**config.mk**
```make
export PLATFORM = sky130hd
export DESIGN_NAME = pc_gen_flat
export DESIGN_NICKNAME = d
export VERILOG_FILES = /design/src/rtl/pc_gen_if.sv /design/src/rtl/pc_gen.sv /design/src/flat_wrapper.sv
export SDC_FILE = /design/constraint.sdc
export NUM_CORES = 1
export LEC_CHECK = 0
export ABC_AREA = 1
export CAP_MARGIN = 30
export CORE_MARGIN = 2
export CORE_UTILIZATION = 35
export CTS_BUF_LIST = sky130_fd_sc_hd__clkbuf_16
export CTS_CLUSTER_DIAMETER = 50
export DETAILED_ROUTE_END_ITERATION = 12
export PLACE_DENSITY_LB_ADDON = 0.15
export SLEW_MARGIN = 20
export SYNTH_ARGS = -nofsm -noshare
export SYNTH_HDL_FRONTEND = slang
export SYNTH_SLANG_ARGS = --single-unit
```
**constraint.sdc**
```tcl
create_clock -name clk -period 3.6 [get_ports clk]
set_input_delay 0.72 -clock clk [delete_from_list [all_inputs] [get_ports clk]]
set_output_delay 0.72 -clock clk [all_outputs]
set_load 0.1 [all_outputs]
```
**src/rtl/pc_gen_if.sv**
```systemverilog
// Fetch-PC / commit handshake bundle between pc_gen (master) and the core/IFU (slave).
interface pc_gen_if #(
  parameter int unsigned XLEN      = 32,
  parameter int unsigned CNT_WIDTH = 64
);
  logic [XLEN-1:0]      pc;
  logic                 pc_valid;
  logic                 pc_ready;
  logic                 commit_valid;
  logic [1:0]           pc_sel;
  logic [1:0]           adder_sel;
  logic [XLEN-1:0]      rs1_data;
  logic [XLEN-1:0]      imm;
  logic [XLEN-1:0]      mtvec;
  logic [XLEN-1:0]      mepc;
  logic                 misalign;
  logic [XLEN-1:0]      bad_target;
  logic [CNT_WIDTH-1:0] instret;

  modport master (
    output pc, pc_valid, misalign, bad_target, instret,
    input  pc_ready, commit_valid, pc_sel, adder_sel, rs1_data, imm, mtvec, mepc
  );

  modport slave (
    input  pc, pc_valid, misalign, bad_target, instret,
    output pc_ready, commit_valid, pc_sel, adder_sel, rs1_data, imm, mtvec, mepc
  );
endinterface

```
**src/rtl/pc_gen.sv**
```systemverilog
// Program-counter generator: offers pc to the IFU, then loads the next PC
// (adder, mtvec or mepc) when the fetched instruction commits.
module pc_gen #(
  parameter int unsigned     XLEN        = 32,
  parameter logic [XLEN-1:0] RST_VALUE   = 32'h8000_0000,
  parameter bit              ALIGN_CHECK = 1'b1,
  parameter int unsigned     CNT_WIDTH   = 64
) (
  input logic      clk,
  input logic      rst,
  pc_gen_if.master bus
);

  localparam logic [1:0] BOOT  = 2'd0;
  localparam logic [1:0] FETCH = 2'd1;
  localparam logic [1:0] WAIT  = 2'd2;

  logic [1:0]           state, state_nx;
  logic [XLEN-1:0]      pc_q, pc_nx;
  logic [XLEN-1:0]      bad_q, bad_nx;
  logic [CNT_WIDTH-1:0] cnt_q, cnt_nx;
  logic                 valid_q, valid_nx;
  logic                 mis_q, mis_nx;
  logic [XLEN-1:0]      sum;
  logic [XLEN-1:0]      target;
  logic                 sum_misaligned;

  // Next-PC datapath; carry out of the adder is dropped so pc wraps.
  assign sum = (bus.adder_sel[1] ? bus.rs1_data : pc_q)
             + (bus.adder_sel[0] ? bus.imm      : XLEN'(4));

  // Only adder targets are alignment-checked; mtvec/mepc pass untouched.
  assign sum_misaligned = ALIGN_CHECK && !bus.pc_sel[0] && (sum[1:0] != 2'b00);

  always_comb begin
    target = sum;
    case (bus.pc_sel)
      2'b01:   target = bus.mtvec;
      2'b11:   target = bus.mepc;
      default: target = sum_misaligned ? bus.mtvec : sum;
    endcase
  end

  always_ff @(posedge clk) begin
    if (rst) begin
      state   <= BOOT;
      pc_q    <= RST_VALUE;
      valid_q <= 1'b0;
      mis_q   <= 1'b0;
      bad_q   <= '0;
      cnt_q   <= '0;
    end else begin
      state   <= state_nx;
      pc_q    <= pc_nx;
      valid_q <= valid_nx;
      mis_q   <= mis_nx;
      bad_q   <= bad_nx;
      cnt_q   <= cnt_nx;
    end
  end

  // Next-state and registered-output values; misalign defaults low so it pulses.
  always_comb begin
    state_nx = state;
    pc_nx    = pc_q;
    valid_nx = valid_q;
    mis_nx   = 1'b0;
    bad_nx   = bad_q;
    cnt_nx   = cnt_q;
    case (state)
      BOOT: begin
        state_nx = FETCH;
        valid_nx = 1'b1;
      end
      FETCH: begin
        if (bus.pc_ready) begin
          state_nx = WAIT;
          valid_nx = 1'b0;
        end
      end
      WAIT: begin
        if (bus.commit_valid) begin
          state_nx = FETCH;
          valid_nx = 1'b1;
          pc_nx    = target;
          cnt_nx   = cnt_q + CNT_WIDTH'(1);
          if (sum_misaligned) begin
            mis_nx = 1'b1;
            bad_nx = sum;
          end
        end
      end
      default: begin
        state_nx = BOOT;
        valid_nx = 1'b0;
      end
    endcase
  end

  assign bus.pc         = pc_q;
  assign bus.pc_valid   = valid_q;
  assign bus.misalign   = mis_q;
  assign bus.bad_target = bad_q;
  assign bus.instret    = cnt_q;

endmodule

```
**src/flat_wrapper.sv**
```systemverilog
// flat-port wrapper written by rule: the top's interface ports become plain ports
module pc_gen_flat 
#(
  parameter int unsigned     XLEN        = 32,
  parameter logic [XLEN-1:0] RST_VALUE   = 32'h8000_0000,
  parameter bit              ALIGN_CHECK = 1'b1,
  parameter int unsigned     CNT_WIDTH   = 64
)
  (clk, rst, bus_pc, bus_pc_valid, bus_misalign, bus_bad_target, bus_instret, bus_pc_ready, bus_commit_valid, bus_pc_sel, bus_adder_sel, bus_rs1_data, bus_imm, bus_mtvec, bus_mepc);
  pc_gen_if #(.XLEN(XLEN), .CNT_WIDTH(CNT_WIDTH)) bus_i ();
  input logic clk;
  input logic rst;
  output wire logic [$bits(bus_i.pc)-1:0] bus_pc;
  output wire logic [$bits(bus_i.pc_valid)-1:0] bus_pc_valid;
  output wire logic [$bits(bus_i.misalign)-1:0] bus_misalign;
  output wire logic [$bits(bus_i.bad_target)-1:0] bus_bad_target;
  output wire logic [$bits(bus_i.instret)-1:0] bus_instret;
  input wire logic [$bits(bus_i.pc_ready)-1:0] bus_pc_ready;
  input wire logic [$bits(bus_i.commit_valid)-1:0] bus_commit_valid;
  input wire logic [$bits(bus_i.pc_sel)-1:0] bus_pc_sel;
  input wire logic [$bits(bus_i.adder_sel)-1:0] bus_adder_sel;
  input wire logic [$bits(bus_i.rs1_data)-1:0] bus_rs1_data;
  input wire logic [$bits(bus_i.imm)-1:0] bus_imm;
  input wire logic [$bits(bus_i.mtvec)-1:0] bus_mtvec;
  input wire logic [$bits(bus_i.mepc)-1:0] bus_mepc;
  assign bus_pc = bus_i.pc;
  assign bus_pc_valid = bus_i.pc_valid;
  assign bus_misalign = bus_i.misalign;
  assign bus_bad_target = bus_i.bad_target;
  assign bus_instret = bus_i.instret;
  assign bus_i.pc_ready = bus_pc_ready;
  assign bus_i.commit_valid = bus_commit_valid;
  assign bus_i.pc_sel = bus_pc_sel;
  assign bus_i.adder_sel = bus_adder_sel;
  assign bus_i.rs1_data = bus_rs1_data;
  assign bus_i.imm = bus_imm;
  assign bus_i.mtvec = bus_mtvec;
  assign bus_i.mepc = bus_mepc;
  pc_gen #(.XLEN(XLEN), .RST_VALUE(RST_VALUE), .ALIGN_CHECK(ALIGN_CHECK), .CNT_WIDTH(CNT_WIDTH)) u_core (.clk(clk), .rst(rst), .bus(bus_i));
endmodule
```
==> results of run 1 <==
## stage by stage
step / hold slack [ns] / cells / instance area [um2] / setup WS [ns]
floorplan: 0.505 / 1669 / 10200 / 0.460
global placement: 0.470 / 2285 / 13200 / 0.194
detailed placement: 0.478 / 2289 / 13300 / 0.230
CTS: 0.488 / 2321 / 13900 / 0.673
global route: 0.522 / 2321 / 13900 / 0.498
finish: 0.481 / 2322 / 13900 / 0.637
## worst max-delay path, stage by stage
cell and delay, ns:
clkdlybuf4s50_1 0.48, nand2_1 0.10, inv_1 0.05, ha_1 0.24
fa_1 0.60, nor2_2 0.08, nor2_4 0.10, inv_2 0.06
nor2_4 0.13, buf_4 0.25, inv_2 0.17, o21ai_0 0.22
inv_1 0.06
## flip-flops by register name, summed over array words and instances, names as in the netlist
name                   flops
u_core.bus.instret        64
u_core.bus.pc             32
u_core.bus.misalign        1
u_core.state               2
u_core.bus.bad_target     32
## final timing paths
| path | to | cells past startpoint |
|---|---|---|
| worst max-delay path | u_core.bus.bad_target[6] | 13 |
| worst min-delay path | u_core.bus.instret[37] | 2 |
| worst max register to register | u_core.bus.bad_target[6] | 12 |
| worst min register to register | u_core.bus.instret[37] | 2 |
## final cells by class
type                            count  area, um2
Clock buffer                       17        425
Antenna cell                        1       2.50
Sequential cell                   131       2620
Fill cell                        2959      14800
Multi-Input combinational cell   1227       6410
Timing Repair Buffer              291       2870
Clock inverter                     15        170
Inverter                          256        961
Tap cell                          384        480
## routing by layer
metal	routed length [um]	track usage, %	part of all wire (%)	up-vias
met3	2210	3.72	5.3	49
met2	20200	47.4	49	400
li1	-	-	-	5870
met1	18200	34.9	44	5496
met5	0	0	0	-
met4	850	6.81	2.1	0
## power breakdown
| group | internal [mW] | switching (mW) | leakage (nW) |
|---|---|---|---|
| Clock | 1.04 | 0.800 | 0.289 |
| Sequential | 1.47 | 0.0160 | 1.06 |
| Combinational | 0.350 | 0.572 | 4.87 |
| Total | 2.86 | 1.39 | 6.22 |
## cells in the mapped netlist (2+ instances only)
library cell	instances	area [um2]
a221oi_1	31	272
mux2_2	30	338
nand2_2	8	50.1
nor2_4	10	113
a21oi_2	3	26.3
nand4_1	20	125
buf_2	11	55.1
nand3_1	86	430
xor2_1	34	298
clkbuf_1	33	124
ha_1	32	400
nor2_2	11	68.8
nand3b_1	5	37.5
a21oi_1	90	450
dfxtp_1	131	2620
a21o_1	2	15.0
inv_2	8	30.0
o21ai_0	64	320
o211ai_1	15	113
inv_1	246	923
buf_1	5	18.8
nor3_1	37	185
nand3_2	3	30.0
o21bai_1	2	15.0
nand2_1	500	1880
clkinv_1	2	7.51
nor2_1	182	683
and2_1	3	18.8
o21a_1	5	37.5
nor3_4	2	32.5
or2_2	2	12.5
a31oi_1	17	106
xnor2_1	9	78.8
nor3_2	12	120
clkbuf_8	4	55.1
o21ai_1	2	10.0
## cells by family (layout without fill, tap and decap cells)
| group | after synthesis | count (layout) | synth area share (%) |
|---|---|---|---|
| and+or+nand+nor | 887 | 887 | 37.7 |
| buffers and inverters | 311 | 579 | 12.0 |
| AOI/OAI and AO/OA | 234 | 234 | 13.6 |
| DFF | 131 | 131 | 25.6 |
| xor gates and xnor gates | 43 | 43 | 3.68 |
| adders and majority gates | 33 | 33 | 4.10 |
| muxes | 30 | 30 | 3.30 |
| other | 0 | 1 | 0 |
==> results.md, run 1 <==
* RSZ-0062 raised after global routing: no
* Post-synthesis register bit count at around 130
* Final core occ at 48.4%
* Required @ worst endpoint at slightly below 4 ns
* TritonCTS clock tree: yes
* I/O pins at approximately 270
* Run status: completed
* Layout cells sized above 1 at between 10% and 20%
* Critical Path Start: bus_adder_sel[0]
* Setup-failing EPs final at 0
* Crit Path Max Fanout at 16
* Nets at 2093
* Post-cts sizing count at 0
* Number of CTS-inserted buffers at 17
* CTS root buffer: clkbuf_16
* Ys async rst share at 0%
* Register area share after synthesis at roughly 26%
* Die H at 175 um
* Clk_lat worst skew at about 0.43 ns
* Vias in the first global route at roughly 12000
* MaxCap Viol Count at 0
* Final Wtd Congestion at 0.930
* Worst reg2reg startpoint: u_core.bus.pc[0]
* Hold Buf Count CTS at 0
* Min-Delay Path Class: reg -> reg
* Clock Skew at ~0.011 ns
* Synth Warn # at 0
* GRT Residual Overflow at 0
* Cells after Synth at 1669
* Post-DP HPWL at ~33 mm
* Crit start category: primary input
* GR Util All Layers at between 20% and 30%
* Crit path DAT at approximately 3.3 ns
* Slew Limit Headroom at a little under a third
* CP Class: in -> reg
* Longest Clk Path Bufs at 2
* Commonest cells after routing, fill and taps aside: nand2_1, inv_1, clkdlybuf4s50_1, nor2_1, dfxtp_1
* Initial antenna violation count at 1
* Syn Std Cell Area at around 10000 um2
* Die X at 175 um
* DR WL/cell at 17.8 um
* Crit end category: flip-flop
* Rows at 62
* Largest net degree at the start of global routing at 70
* Initial Util at between 30% and 40%
* Worst vdd ir at 284 uV
* Vias at roughly 12000
* Post-CTS setup buffer count at 0
* Power per cell area at between 300 and 400 nW/um2
* H-tree depth at 4
* Tmin final at approximately 3.0 ns
* Port Buf Inserts at 265
* Area delta synth->final at 36.1%
* CTS Sinks at between 100 and 150
* Fmax achieved at between 300 and 400 MHz
* Min-delay src: u_core.bus.instret[37]
* Drt pass-1 iters at 7
* Total power at between 4 and 5 mW
* Least-Margin Pin Slew at around 1 ns
* Initial drt markers at approximately 980
* Period utilization at between 80 and 90%
* DRT antenna net count at 0
* Slew Viols, Final at 0
* Die ar. at 30700 um2
* Mean Syn Cell Area at around 6.1 um2
* Commonest non-fill, non-tap cell in the layout: nand2_1
* DRC violations left at 0
* WL final at slightly above 40 mm
* Final TNS setup at 0 ns
* Hold Violations, Final at 0
* Distinct cells, synth at 48
* Via/cell ratio at between 5 and 6
* Syn nets at 1838
* EDFF count, synth at 0
* Core area at around 29000 um2
* Most used DFF post-synth: dfxtp_1
* Reg2Reg Setup Slack at slightly above 1 ns
* First-pass GRT wire length at between 60 and 70 mm
* Leakage power at 6.22 nW
* Clk pin slew, worst setup/hold paths at about 0.060 ns
Note: power is estimated with default switching activity, not from simulation.
==> run 2: changes to the inputs <==
==> constraint.sdc (replaced) <==
create_clock -name clk -period 2.8 [get_ports clk]
set_input_delay 0.56 -clock clk [delete_from_list [all_inputs] [get_ports clk]]
set_output_delay 0.56 -clock clk [all_outputs]
set_load 0.1 [all_outputs]
==> run 2 against run 1 <==
Flip-flop and latch count stayed put. First-iteration DRC count is 17% lower. Power is 35% higher. Core utilization is 1.2 points higher.
==> results.md, run 2 (same netlist as run 1, synthesis figures left out) <==
* Via/cell ratio at 4.97
* WL final at just over 40 mm
* WP buf/inv at 2
* Final Wtd Congestion at 0.951
* Commonest cells after routing, fill and taps aside: nand2_1, inv_1, buf_4, nor2_1, clkdlybuf4s50_1
* Crit start category: primary input
* DRT antenna net count at 0
* Period utilization at between 90% and 100%
* Hold Slack at between 0.4 and 0.5 ns
* Hold Violations, Final at 0
* Core area at about 29000 um2
* Post-DP HPWL at approximately 33 mm
* Crit Path Max Fanout at 17
* Largest register FFs at 64
* Met2 WL post-DR at 20.2 mm
* DRC violations left at 0
* Rows at slightly above 60
* Nets at 2164
* CP Class: in -> reg
* Top layer in use: met4
* Final TNS setup at 0 ns
* Required @ worst endpoint at 3.11 ns
* DR WL met3 at 1.80 mm
* Largest net degree at the start of global routing at 70
* Crit path DAT at 2.92 ns
* Least-Margin Pin Slew at 0.854 ns
* Cells after DPL at around 2400
* I/O pins at 266
* Initial Util at 35.6%
* Crit end category: flip-flop
* Worst path slowest cell: fa_2
* Slew Viols, Final at 0
* Power per cell area at approximately 400 nW/um2
* Clk_lat worst skew at roughly 0.43 ns
* RSZ-0062 raised after global routing: no
* Design area at ~14000 um2
* Clock Skew at approximately 0.016 ns
* Wl on met1 at about 18 mm
* Placed Area at roughly 14000 um2
* Worst vdd ir at around 380 uV
* Post-route setup slack at between 0.15 and 0.2 ns
* CTS Sinks at roughly 130
* Number of CTS-inserted buffers at 17
* Post-Place Worst Slack at -0.738 ns
* Finished Layout Cells at 2392
* Drt pass-1 iters at 6
* Leakage power at around 6.8 nW
* GR Util All Layers at ~27%
* TritonCTS clock tree: yes
* CTS root buffer: clkbuf_16
* Post-CTS setup buffer count at 0
* Initial drt markers at a little over 800
* Longest Clk Path Bufs at 2
* Setup-failing EPs final at 0
* Worst path top cell family by delay: simple AND/OR/NAND/NOR gates
* Min-Delay Path Class: reg -> reg
* Total power at 5.75 mW
* Layout cells sized above 1 at 18.3%
* Critical path's largest stage delay at about 0.38 ns
* Run status: completed
* Vias at ~12000
* Vias in the first global route at between 10000 and 15000
* First-pass GRT wire length at 63.8 mm
* Slew Limit Headroom at a little over two fifths
* GRT Residual Overflow at 0
* Antenna cell count at 0
* Area delta synth->final at 39.3%
* Worst path cell trace: clkbuf_2 > bufbuf_16 > nand2_1 > o21ai_0 > ha_1 > fa_2 > nand3_1 > nand3_1 > nand3_1 > nand3b_1 > nand2_2 > nand2_1 > nand2_1 > nand3_1 > nand2_1 > a21oi_1
* Fmax achieved at between 300 and 400 MHz
* Die H at roughly 180 um
* Die X at roughly 180 um
* Commonest non-fill, non-tap cell in the layout: nand2_1
* Clk pin slew, worst setup/hold paths at around 0.060 ns
* DR WL/cell at approximately 17 um
* Die ar. at between 30000 and 40000 um2
* Port Buf Inserts at between 200 and 300
* Final core occ at 49.6%
* MaxCap Viol Count at 0
* Initial antenna violation count at 0
* Tmin final at 2.61 ns
* H-tree depth at 4
## run 2: layout make-up
type	instances	area [um2]
clock buffer	17	425
clock inverter	15	220
tap	384	480
sequential	131	2630
timing repair buffer	362	3110
inverter	256	961
fill	2957	14500
multi-input combinational	1227	6450
## run 2: power breakdown
part	internal [mW]	total, mW	leakage [nW]	switching, mW
combinational	0.546	1.31	5.42	0.767
sequential	1.89	1.91	1.06	0.0201
clock	1.52	2.53	0.318	1.01
total	3.95	5.75	6.79	1.79
## run 2: final timing paths
path	startpoint	endpoint	slack, ns	cells past startpoint
worst min register to register	u_core.bus.instret[37]	u_core.bus.instret[37]	0.49	2
worst min-delay path	u_core.bus.instret[37]	u_core.bus.instret[37]	0.49	2
worst max-delay path	bus_adder_sel[1]	u_core.bus.pc[28]	0.19	16
worst max register to register	u_core.bus.pc[0]	u_core.bus.pc[28]	0.42	14
## run 2: repair_timing
| action | in CTS | in global routing |
|---|---|---|
| pin swaps | 2 | 1 |
| resized for setup | 5 | 8 |
| setup endpoints to repair | 41 | 49 |
| cloned | 1 | 0 |
| hold buffers | 0 | 0 |
## run 2: tightest hold or removal path, cell delays in order, from the launching register on
cell     delay, ns
dfxtp_1       0.32
nand2_1       0.06
a21oi_1       0.06
## run 2: layer usage
layer,vias up,global-route usage [%]
li1,6008,-
met1,5450,33.0
met3,67,3.98
met5,-,0
met4,0,8.82
met2,362,47.5
==> run 3: changes to the inputs <==
--- a/config.mk
+++ b/config.mk
@@ -13,7 +13,7 @@
 export CTS_CLUSTER_DIAMETER = 50
 export DETAILED_ROUTE_END_ITERATION = 12
 export PLACE_DENSITY_LB_ADDON = 0.15
-export SLEW_MARGIN = 20
+export SLEW_MARGIN = 10
 export SYNTH_ARGS = -nofsm -noshare
 export SYNTH_HDL_FRONTEND = slang
 export SYNTH_SLANG_ARGS = --single-unit
==> results of run 3 <==
The final DEF is identical to that of run 2; final timing and power are the same.
